$ cat config.mk
export PLATFORM = sky130hd
export DESIGN_NAME = usb_rx_packet_buffer
export DESIGN_NICKNAME = d
export VERILOG_FILES = /design/src/rtl/usb_rx_packet_buffer.sv
export SDC_FILE = /design/constraint.sdc
export NUM_CORES = 1
export LEC_CHECK = 0
export CAP_MARGIN = 15
export CORE_ASPECT_RATIO = 1.4
export CORE_UTILIZATION = 50
export CTS_CLUSTER_DIAMETER = 200
export DETAILED_ROUTE_END_ITERATION = 10
export DONT_BUFFER_PORTS = 1
export SYNTH_ARGS = -nofsm -noshare
export SYNTH_HDL_FRONTEND = slang
export SYNTH_SLANG_ARGS = --single-unit
$ cat constraint.sdc
create_clock -name clk -period 2.5 [get_ports clk]
set_input_delay 0.375 -clock clk [delete_from_list [all_inputs] [get_ports clk]]
set_output_delay 0.375 -clock clk [all_outputs]
set_load 0.005 [all_outputs]
$ cat src/rtl/usb_rx_packet_buffer.sv
// usb_rx_packet_buffer: collects one USB receive packet (up to 64 bytes) from the receiver FIFO and holds it for the host.
// Define USB_RXBUF_ERR_CNT_EN to build the saturating err_count packet-error counter; otherwise err_count is tied to 0.
module usb_rx_packet_buffer (
    input  logic       clk,
    input  logic       n_rst,
    input  logic [7:0] rx_r_data,
    input  logic       rx_empty,
    input  logic       rx_rcving,
    input  logic       rx_error,
    input  logic [3:0] rx_pid,
    output logic       rx_r_enable,
    input  logic       buf_rd_en,
    output logic [7:0] buf_rd_data,
    input  logic       pkt_ack,
    output logic       pkt_ready,
    output logic [3:0] pkt_pid,
    output logic [6:0] pkt_len,
    output logic       pkt_error,
    output logic       pkt_overflow,
    output logic [7:0] err_count
);
    typedef enum logic [1:0] {IDLE, COLLECT, READY} state_t;
    state_t     state, state_next;
    logic [7:0] mem [64];
    logic [6:0] wr_ptr;
    logic [5:0] rd_ptr;
    logic       rd_all;
    logic       err_flag;
    logic       pkt_end;
    logic       pkt_err_next;
    logic       rd_ok;
    // Next state, receiver pop strobe and end-of-packet detect.
    always_comb begin
        state_next  = state;
        rx_r_enable = 1'b0;
        pkt_end     = 1'b0;
        case (state)
            IDLE:    state_next = (rx_rcving || !rx_empty) ? COLLECT : IDLE;
            COLLECT: begin
                rx_r_enable = !rx_empty;
                pkt_end     = !rx_rcving && rx_empty;
                state_next  = pkt_end ? READY : COLLECT;
            end
            READY:   state_next = pkt_ack ? IDLE : READY;
            default: state_next = IDLE;
        endcase
    end
    // rd_all marks that all 64 entries were read, since the 6-bit rd_ptr wraps back to 0.
    assign pkt_ready    = (state == READY);
    assign rd_ok        = pkt_ready && !rd_all && ({1'b0, rd_ptr} < pkt_len);
    assign buf_rd_data  = rd_ok ? mem[rd_ptr] : 8'h00;
    assign pkt_err_next = err_flag || rx_error || pkt_overflow;
    // State register, pointers, sticky flags and the latched packet descriptor.
    always_ff @(posedge clk or posedge n_rst) begin
        if (n_rst) begin
            state        <= IDLE;
            wr_ptr       <= '0;
            rd_ptr       <= '0;
            rd_all       <= 1'b0;
            err_flag     <= 1'b0;
            pkt_overflow <= 1'b0;
            pkt_pid      <= '0;
            pkt_len      <= '0;
            pkt_error    <= 1'b0;
        end else begin
            state <= state_next;
            if (state_next == IDLE) begin
                wr_ptr       <= '0;
                rd_ptr       <= '0;
                rd_all       <= 1'b0;
                err_flag     <= 1'b0;
                pkt_overflow <= 1'b0;
            end else if (state == COLLECT) begin
                if (rx_error)
                    err_flag <= 1'b1;
                if (rx_r_enable) begin
                    if (wr_ptr[6])
                        pkt_overflow <= 1'b1;
                    else
                        wr_ptr <= wr_ptr + 7'd1;
                end
                if (pkt_end) begin
                    pkt_pid   <= rx_pid;
                    pkt_len   <= wr_ptr;
                    pkt_error <= pkt_err_next;
                end
            end else if (buf_rd_en && rd_ok) begin
                rd_ptr <= rd_ptr + 6'd1;
                if (&rd_ptr)
                    rd_all <= 1'b1;
            end
        end
    end
    // Packet storage; bytes popped after the buffer is full are dropped.
    always_ff @(posedge clk) begin
        if (rx_r_enable && !wr_ptr[6])
            mem[wr_ptr[5:0]] <= rx_r_data;
    end
`ifdef USB_RXBUF_ERR_CNT_EN
    // Saturating count of packets completed with an error.
    always_ff @(posedge clk or posedge n_rst) begin
        if (n_rst)
            err_count <= '0;
        else if (pkt_end && pkt_err_next && err_count != 8'hFF)
            err_count <= err_count + 8'd1;
    end
`else
    assign err_count = 8'h00;
`endif
endmodule

==> results.md, run 1 <==
- Initial Util: between 50 and 60%
- GR Util All Layers: about a quarter
- Core area: between 0.04 and 0.05 mm^2
- M2 GR Usage: 43.2%
- CP arrival: between 2 and 3 ns
- Num rows: 89
- Final setup viols: 8
- Pleak: 0.00850 uW
- IO buf count: 0
- Die Y: roughly 250 um
- Number of global-route vias before repair: roughly 11000
- CP startpoint: rd_ptr[0]
- Largest net degree at the start of global routing: between 60 and 70
- Initial antenna violation count: 0
- Reg2Reg Depth: 8
- Register-to-register setup slack: about 0.19 ns
- GPL Wtd Cong: between 0.8 and 0.9
- Critical-path top delay cell: mux4_2
- Detailed Route WL: around 51 mm
- Syn_area_per_cell: 20.0 um^2
- Wire per inst: approximately 27 um
- Mux cell area share after synthesis: approximately 15%
- CTS clock-pin slew for the worst setup and hold paths: about 0.070 ns
- Slew HR: ~37%
- Hold WS: between 0.04 and 0.05 ns
- Synth Instances: approximately 1100
- Max cap viols: 0
- Layout cells sized above 1: between 30% and 40%
- Via count: roughly 11000
- Number of flops mapped to enable cells by yosys: 512
- Post-synthesis cell type count: between 40 and 50
- Clock sink count: between 500 and 600
- Post-Synth Adder-Cell Area: 0.411%
- FFs w/ async S/R, synth: 5.54%
- Violated checks: negative setup slack
- Top Usage Layer GRT: met2
- TritonCTS clock tree: done
- Root Driver: clkbuf_16
- Synthesized flop and latch total: 542
- Cell mode on critical path: buf_12
- Nets@finish: around 1300
- CP Class: reg -> out
- Worst hold path depth: 3
- Post-synthesis simple-gate area fraction: between 3 and 4%
- Most frequent cell after synthesis: edfxtp_1
- R2R Path End: rd_ptr[0]
- Final ANT Viol Nets: 0
- Ys Warns: 0
- First-pass iteration count of the detailed router: 5
- GRT met1 Usage: between 30% and 40%
- DP HPWL: about 32 mm
- Crit-path max FO: 7
- H-tree depth: 2
- Post-synth top cells: edfxtp_1, mux4_2, nor2_1
- R2R Path Start: rd_ptr[5]
- Post-Syn Area: between 0.02 and 0.025 mm^2
- Seq/Total Area, Yosys: roughly three quarters
- Launch point of the worst hold path: buf_rd_en
- PD cells: approximately 780 mW/mm^2
- First-pass GRT wire length: between 70 and 80 mm
- Yosys top cell area share: between 70 and 80%
- Final cycle utilization of the critical path: 127%
- Predominant post-synthesis flop cell: edfxtp_1
- Fill count: 2906
- Critical-path cell list: buf_12 > buf_16 > buf_12 > buf_12 > mux4_2 > mux2i_1 > o22ai_1 > nor3_2 > nor2_2
- Unrepaired setup endpoints after global routing: true
- Buf/Inv on CP: 4
- Clk_skew: approximately 0.017 ns
- Crit end category: output pin
- Die ar.: between 0.04 and 0.05 mm^2
- Met3 Resource Use GR: 3.32%
- DRC Markers: 0
- FMAX: roughly 320 MHz
- Via density: 5.86
- Hold worst-path end: rd_ptr[2]
- Die width: between 150 and 200 um
- HP Class: in -> reg
- Inserted Clock Buffers: 50
- IO Pins: 50
- Fin crit period: between 3 and 4 ns
- Synth top area cells: edfxtp_1, mux4_2, dfrtp_1
- Hold Vio Cnt, Final: 0
- Clk_lat worst skew: between 0.5 and 0.6 ns
- Compound-Gate Fraction of Synth Area: ~3.0%
- Yosys top cell by area: edfxtp_1
- CP peak stage delay: about 0.53 ns
- Clock Path Buffers: 3
- DRT iter0 DRCs: 887
- CP Launch Type: flip-flop
- Combinational family with the most area after synthesis: multiplexers
- Grt total ovfl: 0
- Peak supply drop: roughly 0.55 mV
- Worst setup margin: -0.666 ns
- Top delay family on crit path: multiplexers
- Ant diodes: 0
- Setup TNS Final: -4.99 ns
- Worst EP required: 2.12 ns
- Post-place setup slack: -0.250 ns
- Layout area overhead: 22.0%
- Power, Total: about 20000 uW
- XOR/XNOR Fraction of Synth Area: less than 1%
- Least-Margin Pin Slew: 0.949 ns
- Max-slew violation count: 0
- Status: finished, violations left
[per-layer routing]
layer / routed length [um] / part of all wire, %
met5: 0 / 0
met4: 1340 / 2.6
met3: 2220 / 4.4
met2: 27200 / 54
met1: 20000 / 39
[worst min-delay path, cell delays in order]
cell and delay (ns):
nand2_1 0.05, or3_1 0.09, a21oi_1 0.06
[state kept, by name (all words and copies together) (netlist names)]
| signal | count |
|---|---|
| rd_all | 1 |
| pkt_overflow | 1 |
| err_flag | 1 |
| mem | 512 |
| wr_ptr | 7 |
| pkt_error | 1 |
| rd_ptr | 6 |
| pkt_len | 7 |
| state | 2 |
| pkt_pid | 4 |
[area by class of cell]
type | instances | area (um^2) | share of cell area [%]
Clock inverter | 30 | 317 | 1.22
Clock buffer | 62 | 1360 | 5.22
Timing Repair Buffer | 212 | 2240 | 8.62
Tap cell | 546 | 683 | 2.62
Multi-Input combinational cell | 453 | 5240 | 20.1
Sequential cell | 542 | 16100 | 62.0
Inverter | 13 | 48.8 | 0.187
[per-stage QoR]
step                util, %  instances  area (um^2)
global route           61.8       1858        26000
finish                 61.8       1858        26000
detailed placement     55.0       1724        23200
CTS                    61.6       1857        25900
floorplan                 -       1075        21400
global placement       55.0       1724        23200
[where the power goes]
group	internal, uW	switching [uW]	leakage (uW)	total [uW]
Sequential	10100	141	0.00499	10200
Clock	4570	3220	0.000821	7800
Combinational	1180	1190	0.00268	2370
[worst max-delay path by stage]
stage               slack, ns             end  depth (start not counted)
floorplan                0.23  buf_rd_data[0]                          8
global placement        -0.23  buf_rd_data[0]                          7
finish                  -0.67  buf_rd_data[2]                          9
detailed placement      -0.25  buf_rd_data[0]                          7
CTS                     -0.69  buf_rd_data[6]                         11
global route            -0.74  buf_rd_data[2]                          9
[logic make-up after synthesis]
kind of cell    count (synthesis)
fa+ha+maj                       7
compound gates                 93
other cells                     1
buf+inv                        80
xor+xnor                        5
mux                           155
simple gates                  185
flops                         542
[what timing repair did]
action                                  4_1_cts  5_1_grt
pin swaps                                    28       17
gates cloned                                  5        1
resized for setup                            89       21
endpoints found under the setup margin        8        8
hold buffers                                 16        0
endpoints found under the hold margin       545        0
buffers inserted                             20        2
[cells in the final DEF (no fill, tap or decap), drive strengths merged, types with 21 or more instances in the layout]
master  instances
a22oi          21
buf           203
clkbuf         63
clkinv         22
dfrtp          30
edfxtp        512
mux4          128
nand2          27
nand3          25
nor2           91
Power figures use the tool's default switching activity.
==> inputs of run 2 (changes only) <==
--- a/config.mk
+++ b/config.mk
@@ -7,10 +7,11 @@
 export LEC_CHECK = 0
 export CAP_MARGIN = 15
 export CORE_ASPECT_RATIO = 1.4
-export CORE_UTILIZATION = 50
+export CORE_UTILIZATION = 54
 export CTS_CLUSTER_DIAMETER = 200
 export DETAILED_ROUTE_END_ITERATION = 10
 export DONT_BUFFER_PORTS = 1
+export PLACE_DENSITY = 0.69
 export SYNTH_ARGS = -nofsm -noshare
 export SYNTH_HDL_FRONTEND = slang
 export SYNTH_SLANG_ARGS = --single-unit
==> results.md, run 2 (synthesis gave the netlist of run 1 again) <==
- Status: finished, violations left (unchanged)
- Violated checks: negative setup slack (unchanged)
- GPL Wtd Cong: 0.838 (was 0.817)
- Detailed Route WL: 49.4 mm (was 50.7 mm)
- Root Driver: clkbuf_16 (unchanged)
- Worst EP required: 2.12 ns (about the same)
- Layout cells sized above 1: 32.9% (was 37.2%)
- Max-slew violation count: 0 (unchanged)
- R2R Path End: rd_ptr[3] (was rd_ptr[0])
- Crit end category: output pin (unchanged)
- Nets@finish: 1260 (was 1298)
- First-pass GRT wire length: 72.6 mm (was 76.0 mm)
- Final cycle utilization of the critical path: 127% (about the same)
- Reg2Reg Depth: 9 (was 8)
- IO Pins: 50 (unchanged)
- CP arrival: 2.81 ns (was 2.79 ns)
- Die Y: 237 um (was 246 um)
- Initial Util: 55.1% (was 50.7%)
- Die width: 170 um (was 177 um)
- Critical Path Stages: 9 (unchanged)
- Worst setup margin: -0.681 ns (was -0.666 ns)
- Pleak: 0.00816 uW (was 0.00850 uW)
- Launch point of the worst hold path: buf_rd_en (unchanged)
- Grt total ovfl: 0 (unchanged)
- Max cap viols: 0 (unchanged)
- R2R Path Start: pkt_len[5] (was rd_ptr[5])
- Inserted Clock Buffers: 48 (was 50)
- CP Class: reg -> out (unchanged)
- CP Launch Type: flip-flop (unchanged)
- Wire per inst: 27.6 um (was 27.3 um)
- Commonest non-fill, non-tap cell in the layout: edfxtp_1 (unchanged)
- IO buf count: 0 (unchanged)
- Largest register FFs: 512 (unchanged)
- DRC Markers: 0 (unchanged)
- Initial antenna violation count: 0 (unchanged)
- Peak supply drop: 0.418 mV (was 0.553 mV)
- Clk network pwr share: 37.4% (was 38.3%)
- Layout area overhead: 18.5% (was 22.0%)
- Post-DP Area: 0.0229 mm^2 (was 0.0232 mm^2)
- NetSw: 4440 uW (was 4550 uW)
- Gate power share: 10.8% (was 11.6%)
- Clk_skew: 0.0175 ns (was 0.0172 ns)
- Cell mode on critical path: buf_12 (unchanged)
- Critical-path cell list: buf_12 > buf_12 > buf_12 > mux4_2 > a22o_1 > a221oi_2 > buf_4 > a211oi_2 > buf_4 (was buf_12 > buf_16 > buf_12 > buf_12 > mux4_2 > mux2i_1 > o22ai_1 > nor3_2 > nor2_2)
- CP startpoint: rd_ptr[0] (unchanged)
- CP peak stage delay: 0.52 ns (was 0.53 ns)
- Clk_lat worst skew: 0.57 ns (was 0.58 ns)
- Least-Margin Pin Slew: 0.713 ns (was 0.949 ns)
- Sequential share of power: 51.9% (was 50.1%)
- Hold WS: 0.0233 ns (was 0.0410 ns)
- First-pass iteration count of the detailed router: 6 (was 5)
- TritonCTS clock tree: done (unchanged)
- Net Sw Frac: 22.5% (was 22.3%)
- Largest net degree at the start of global routing: 65 (unchanged)
- Critical-path top delay cell: dfrtp_4 (was mux4_2)
- DP HPWL: 30.3 mm (was 31.8 mm)
- Ant diodes: 0 (unchanged)
- Core area: 0.0387 mm^2 (was 0.0421 mm^2)
- Buf/Inv on CP: 5 (was 4)
- FMAX: 314 MHz (was 316 MHz)
- Via density: 6.09 (was 5.86)
- Register-to-register setup slack: 0.22 ns (was 0.19 ns)
- PD cells: 780 mW/mm^2 (was 783 mW/mm^2)
- Hold Vio Cnt, Final: 0 (unchanged)
- Design area: 0.0253 mm^2 (was 0.0260 mm^2)
- Post-place setup slack: -0.270 ns (was -0.250 ns)
- Fill count: 2531 (was 2906)
- Worst hold path depth: 2 (was 3)
- Clock Path Buffers: 3 (unchanged)
- GR Util All Layers: 25.1% (was 24.5%)
- Final ANT Viol Nets: 0 (unchanged)
- Int Power: 15300 uW (was 15800 uW)
- Number of global-route vias before repair: 11200 (was 11400)
- Clock sink count: 542 (unchanged)
- Die ar.: 0.0403 mm^2 (was 0.0435 mm^2)
- Num rows: 85 (was 89)
- Setup crit end: buf_rd_data[7] (was buf_rd_data[2])
- Fin crit period: 3.18 ns (was 3.17 ns)
- Most frequent cells in the layout: edfxtp_1, buf_4, mux4_2 (unchanged)
- Unrepaired setup endpoints after global routing: true (unchanged)
- Power, Total: 19700 uW (was 20400 uW)
- HP Class: in -> reg (unchanged)
- Slew HR: 52.3% (was 36.6%)
- Crit-path max FO: 6 (was 7)
- Final setup viols: 8 (unchanged)
- DRT iter0 DRCs: 1073 (was 887)
- Top delay family on crit path: buffers and inverters (was multiplexers)
- CTS clock-pin slew for the worst setup and hold paths: 0.06 ns (was 0.07 ns)
- Via count: 10900 (about the same)
- H-tree depth: 2 (unchanged)
## run 2: worst reg2reg max path: cells and delay by family (launching register included)
| kind | cells | cell delay, ns |
|---|---|---|
| and+or+nand+nor | 2 | 0.51 |
| AOI/OAI and AO/OA | 3 | 0.66 |
| buffers and inverters | 3 | 0.42 |
| adders and majority gates | 1 | 0.27 |
| DFF | 1 | 0.35 |
## run 2: metal layers
| layer | global-route usage, % | share of wire [%] | vias to the layer above | routed length, um |
|---|---|---|---|---|
| met2 | 44.6 | 54 | 459 | 26600 |
| met5 | 0 | 0 | - | 0 |
| li1 | - | - | 4670 | - |
| met3 | 3.38 | 6.2 | 92 | 3080 |
| met4 | 8.71 | 3.4 | 0 | 1660 |
| met1 | 31.7 | 37 | 5694 | 18100 |
## run 2: power groups by stage
stage | Combinational [uW] | Sequential [uW] | Clock, uW
floorplan | 1160 | 10300 | 0
global placement | 1690 | 10400 | 0
detailed placement | 1700 | 10400 | 0
CTS | 2040 | 10200 | 7460
global route | 2240 | 10200 | 7780
finish | 2120 | 10200 | 7360
## run 2: cell type report
| type | instances | area [um^2] | share of cell area [%] |
|---|---|---|---|
| Sequential cell | 542 | 16100 | 63.8 |
| Multi-Input combinational cell | 453 | 5080 | 20.1 |
| Timing Repair Buffer | 176 | 1810 | 7.16 |
| Clock buffer | 57 | 1260 | 4.97 |
| Tap cell | 522 | 653 | 2.58 |
| Clock inverter | 29 | 297 | 1.17 |
| Inverter | 13 | 48.8 | 0.193 |
## run 2: worst min path at each step
stage	end	slack, ns
6_report	rd_all	0.02
5_1_grt	err_flag	0.05
4_1_cts	rd_all	0.005
3_5_place_dp	pkt_error	0.37
3_3_place_gp	pkt_pid[0]	0.37
2_1_floorplan	err_flag	0.46
## run 2: per-stage QoR
| step | TNS (ns) | cells | utilization (%) |
|---|---|---|---|
| after floorplan | 0 | 1075 | - |
| after global placement | -0.775 | 1677 | 59.2 |
| after detailed placement | -0.863 | 1677 | 59.2 |
| after CTS | -4.86 | 1783 | 64.9 |
| after global routing | -5.57 | 1792 | 65.3 |
| final | -4.93 | 1792 | 65.3 |
## run 2: timing repair
item	in CTS	in global routing
pin swaps	6	8
hold buffers	16	0
setup buffers	5	9
cloned	2	1
resized for setup	48	11
setup endpoints to repair	8	8
hold endpoints to repair	551	0
==> inputs of run 3 (changes only) <==
==> constraint.sdc (replaced) <==
create_clock -name clk -period 2.5 [get_ports clk]
set_input_delay 0.25 -clock clk [delete_from_list [all_inputs] [get_ports clk]]
set_output_delay 0.25 -clock clk [all_outputs]
set_load 0.005 [all_outputs]
==> results.md, run 3 (synthesis gave the netlist of run 1 again) <==
- CP Class: reg -> out (unchanged)
- Nets@finish: 1269 (was 1260)
- Detailed Route WL: 49.8 mm (was 49.4 mm)
- Inserted Clock Buffers: 49 (was 48)
- Wire per inst: 27.7 um (was 27.6 um)
- Commonest non-fill, non-tap cell in the layout: edfxtp_1 (unchanged)
- GPL Wtd Cong: 0.823 (was 0.838)
- Die ar.: 0.0403 mm^2 (unchanged)
- Num rows: 85 (unchanged)
- Via density: 6.10 (was 6.09)
- Hold Vio Cnt, Final: 0 (unchanged)
- Max-slew violation count: 0 (unchanged)
- IO buf count: 0 (unchanged)
- DRC Markers: 0 (unchanged)
- Grt total ovfl: 0 (unchanged)
- Largest register FFs: 512 (unchanged)
- PD cells: 787 mW/mm^2 (was 780 mW/mm^2)
- Fin crit period: 3.04 ns (was 3.18 ns)
- Unrepaired setup endpoints after global routing: true (unchanged)
- Least-Margin Pin Slew: 0.845 ns (was 0.713 ns)
- Via count: 11000 (was 10900)
- Core area: 0.0387 mm^2 (unchanged)
- Crit-path max FO: 7 (was 6)
- Die Y: 237 um (unchanged)
- Post-DP Area: 0.0229 mm^2 (about the same)
- Final ANT Viol Nets: 0 (unchanged)
- Worst EP required: 2.25 ns (was 2.12 ns)
- First-pass iteration count of the detailed router: 5 (was 6)
- TritonCTS clock tree: done (unchanged)
- DP HPWL: 29.9 mm (was 30.3 mm)
- First-pass GRT wire length: 73.8 mm (was 72.6 mm)
- Pleak: 0.00829 uW (was 0.00816 uW)
- GR Util All Layers: 25.7% (was 25.1%)
- Placed cells: 1677 (unchanged)
- Setup TNS Final: -3.79 ns (was -4.93 ns)
- Initial Util: 55.1% (unchanged)
- Layout area overhead: 19.9% (was 18.5%)
- Most frequent cells in the layout: edfxtp_1, buf_4, mux4_2 (unchanged)
- R2R Path End: rd_ptr[5] (was rd_ptr[3])
- Root Driver: clkbuf_16 (unchanged)
- FMAX: 329 MHz (was 314 MHz)
- Layout cells sized above 1: 35.0% (was 32.9%)
- Design area: 0.0256 mm^2 (was 0.0253 mm^2)
- CP Launch Type: flip-flop (unchanged)
- IO Pins: 50 (unchanged)
- Final setup viols: 8 (unchanged)
- CTS clock-pin slew for the worst setup and hold paths: 0.07 ns (was 0.06 ns)
- Number of global-route vias before repair: 11400 (was 11200)
- Worst setup margin: -0.538 ns (was -0.681 ns)
- Ant diodes: 0 (unchanged)
- Clk_lat worst skew: 0.57 ns (about the same)
- Launch point of the worst hold path: rx_rcving (was buf_rd_en)
- Peak supply drop: 0.672 mV (was 0.418 mV)
- Max cap viols: 0 (unchanged)
- R2R Path Start: pkt_len[4] (was pkt_len[5])
- Clock Path Buffers: 3 (unchanged)
- CP arrival: 2.79 ns (was 2.81 ns)
- Initial antenna violation count: 0 (unchanged)
- Fin cells: 1801 (was 1792)
- Violated checks: negative setup slack (unchanged)
- Reg2Reg Depth: 7 (was 9)
- DRT iter0 DRCs: 1085 (was 1073)
- Clock sink count: 542 (unchanged)
- Worst hold path depth: 2 (unchanged)
- Status: finished, violations left (unchanged)
- Final cycle utilization of the critical path: 122% (was 127%)
- Register-to-register setup slack: 0.16 ns (was 0.22 ns)
- HP Class: in -> reg (unchanged)
- Critical-path cell list: buf_12 > buf_16 > buf_8 > mux4_2 > mux2i_1 > o22ai_4 > nor3_4 > nor2_2 (was buf_12 > buf_12 > buf_12 > mux4_2 > a22o_1 > a221oi_2 > buf_4 > a211oi_2 > buf_4)
- Die width: 170 um (unchanged)
- Critical-path top delay cell: mux4_2 (was dfrtp_4)
- H-tree depth: 2 (unchanged)
- Slew HR: 43.6% (was 52.3%)
- Crit end category: output pin (unchanged)
- CP peak stage delay: 0.52 ns (about the same)
- Largest net degree at the start of global routing: 65 (unchanged)
- Hold worst-path end: state[0] (was rd_all)
- Clk_skew: 0.0176 ns (was 0.0175 ns)
## run 3: cell count changes in the layout (fill, tap and decap cells not counted), moves of 3 or more
cell / before / now
mux2i_1: 17 / 12
mux2i_2: 2 / 7
buf_12: 16 / 13
buf_16: 11 / 16
a22oi_1: 14 / 9
buf_8: 0 / 4
a22oi_2: 7 / 12
clkinv_1: 12 / 7
## run 3: what timing repair did
action / CTS / global route
pin swaps: 15 / 12
gates cloned: 5 / 1
hold buffers: 18 / 0
endpoints found under the hold margin: 547 / 0
buffers inserted: 13 / 3
resized for setup: 75 / 24
endpoints found under the setup margin: 8 / 8
## run 3: worst max-delay path by stage
stage	start	cells after the start	endpoint	slack, ns
global placement	pkt_len[4]	8	buf_rd_data[3]	-0.17
CTS	rd_ptr[0]	9	buf_rd_data[4]	-0.49
floorplan	state[1]	4	mem[45][0]	0.34
global route	rd_ptr[0]	8	buf_rd_data[2]	-0.58
detailed placement	pkt_len[4]	8	buf_rd_data[3]	-0.18
finish	rd_ptr[0]	8	buf_rd_data[2]	-0.54
## run 3: critical path: cells and delay by family, from the launching register on
kind | cells | cell delay [ns]
flops | 1 | 0.45
mux | 2 | 0.85
simple gates | 2 | 0.26
compound gates | 1 | 0.15
buf+inv | 3 | 0.50
## run 3: final cells by class
cell class / count / area, um^2
flip-flops and latches: 542 / 16100
fillers: 2530 / 13100
multi-input cells: 453 / 5160
repair buffers: 184 / 1960
clock buffers: 59 / 1280
well taps: 522 / 653
clock inverters: 28 / 337
inverters: 13 / 48.8
## run 3: routing by layer
metal  share of wire, %  up-vias  global-route usage [%]
li1                   -     4693                       -
met1                 37     5719                    32.5
met2                 52      476                    44.4
met3                6.9      103                    3.68
met4                4.1        0                    10.6
met5                  0        -                       0
## run 3: where the power goes
part	total (uW)	switching [uW]	internal (uW)
sequential	10200	156	10100
clock	7640	3240	4400
combinational	2270	1180	1090
## run 3: per-stage QoR
stage / setup slack, ns / utilization [%] / power (uW) / hold slack, ns
after CTS: -0.491 / 65.7 / 20200 / 0.0236
after global placement: -0.170 / 59.1 / 12100 / 0.334
after detailed placement: -0.181 / 59.1 / 12100 / 0.338
after floorplan: 0.342 / - / 11500 / 0.341
final: -0.538 / 66.1 / 20100 / 0.0292
after global routing: -0.580 / 66.1 / 20700 / 0.0644
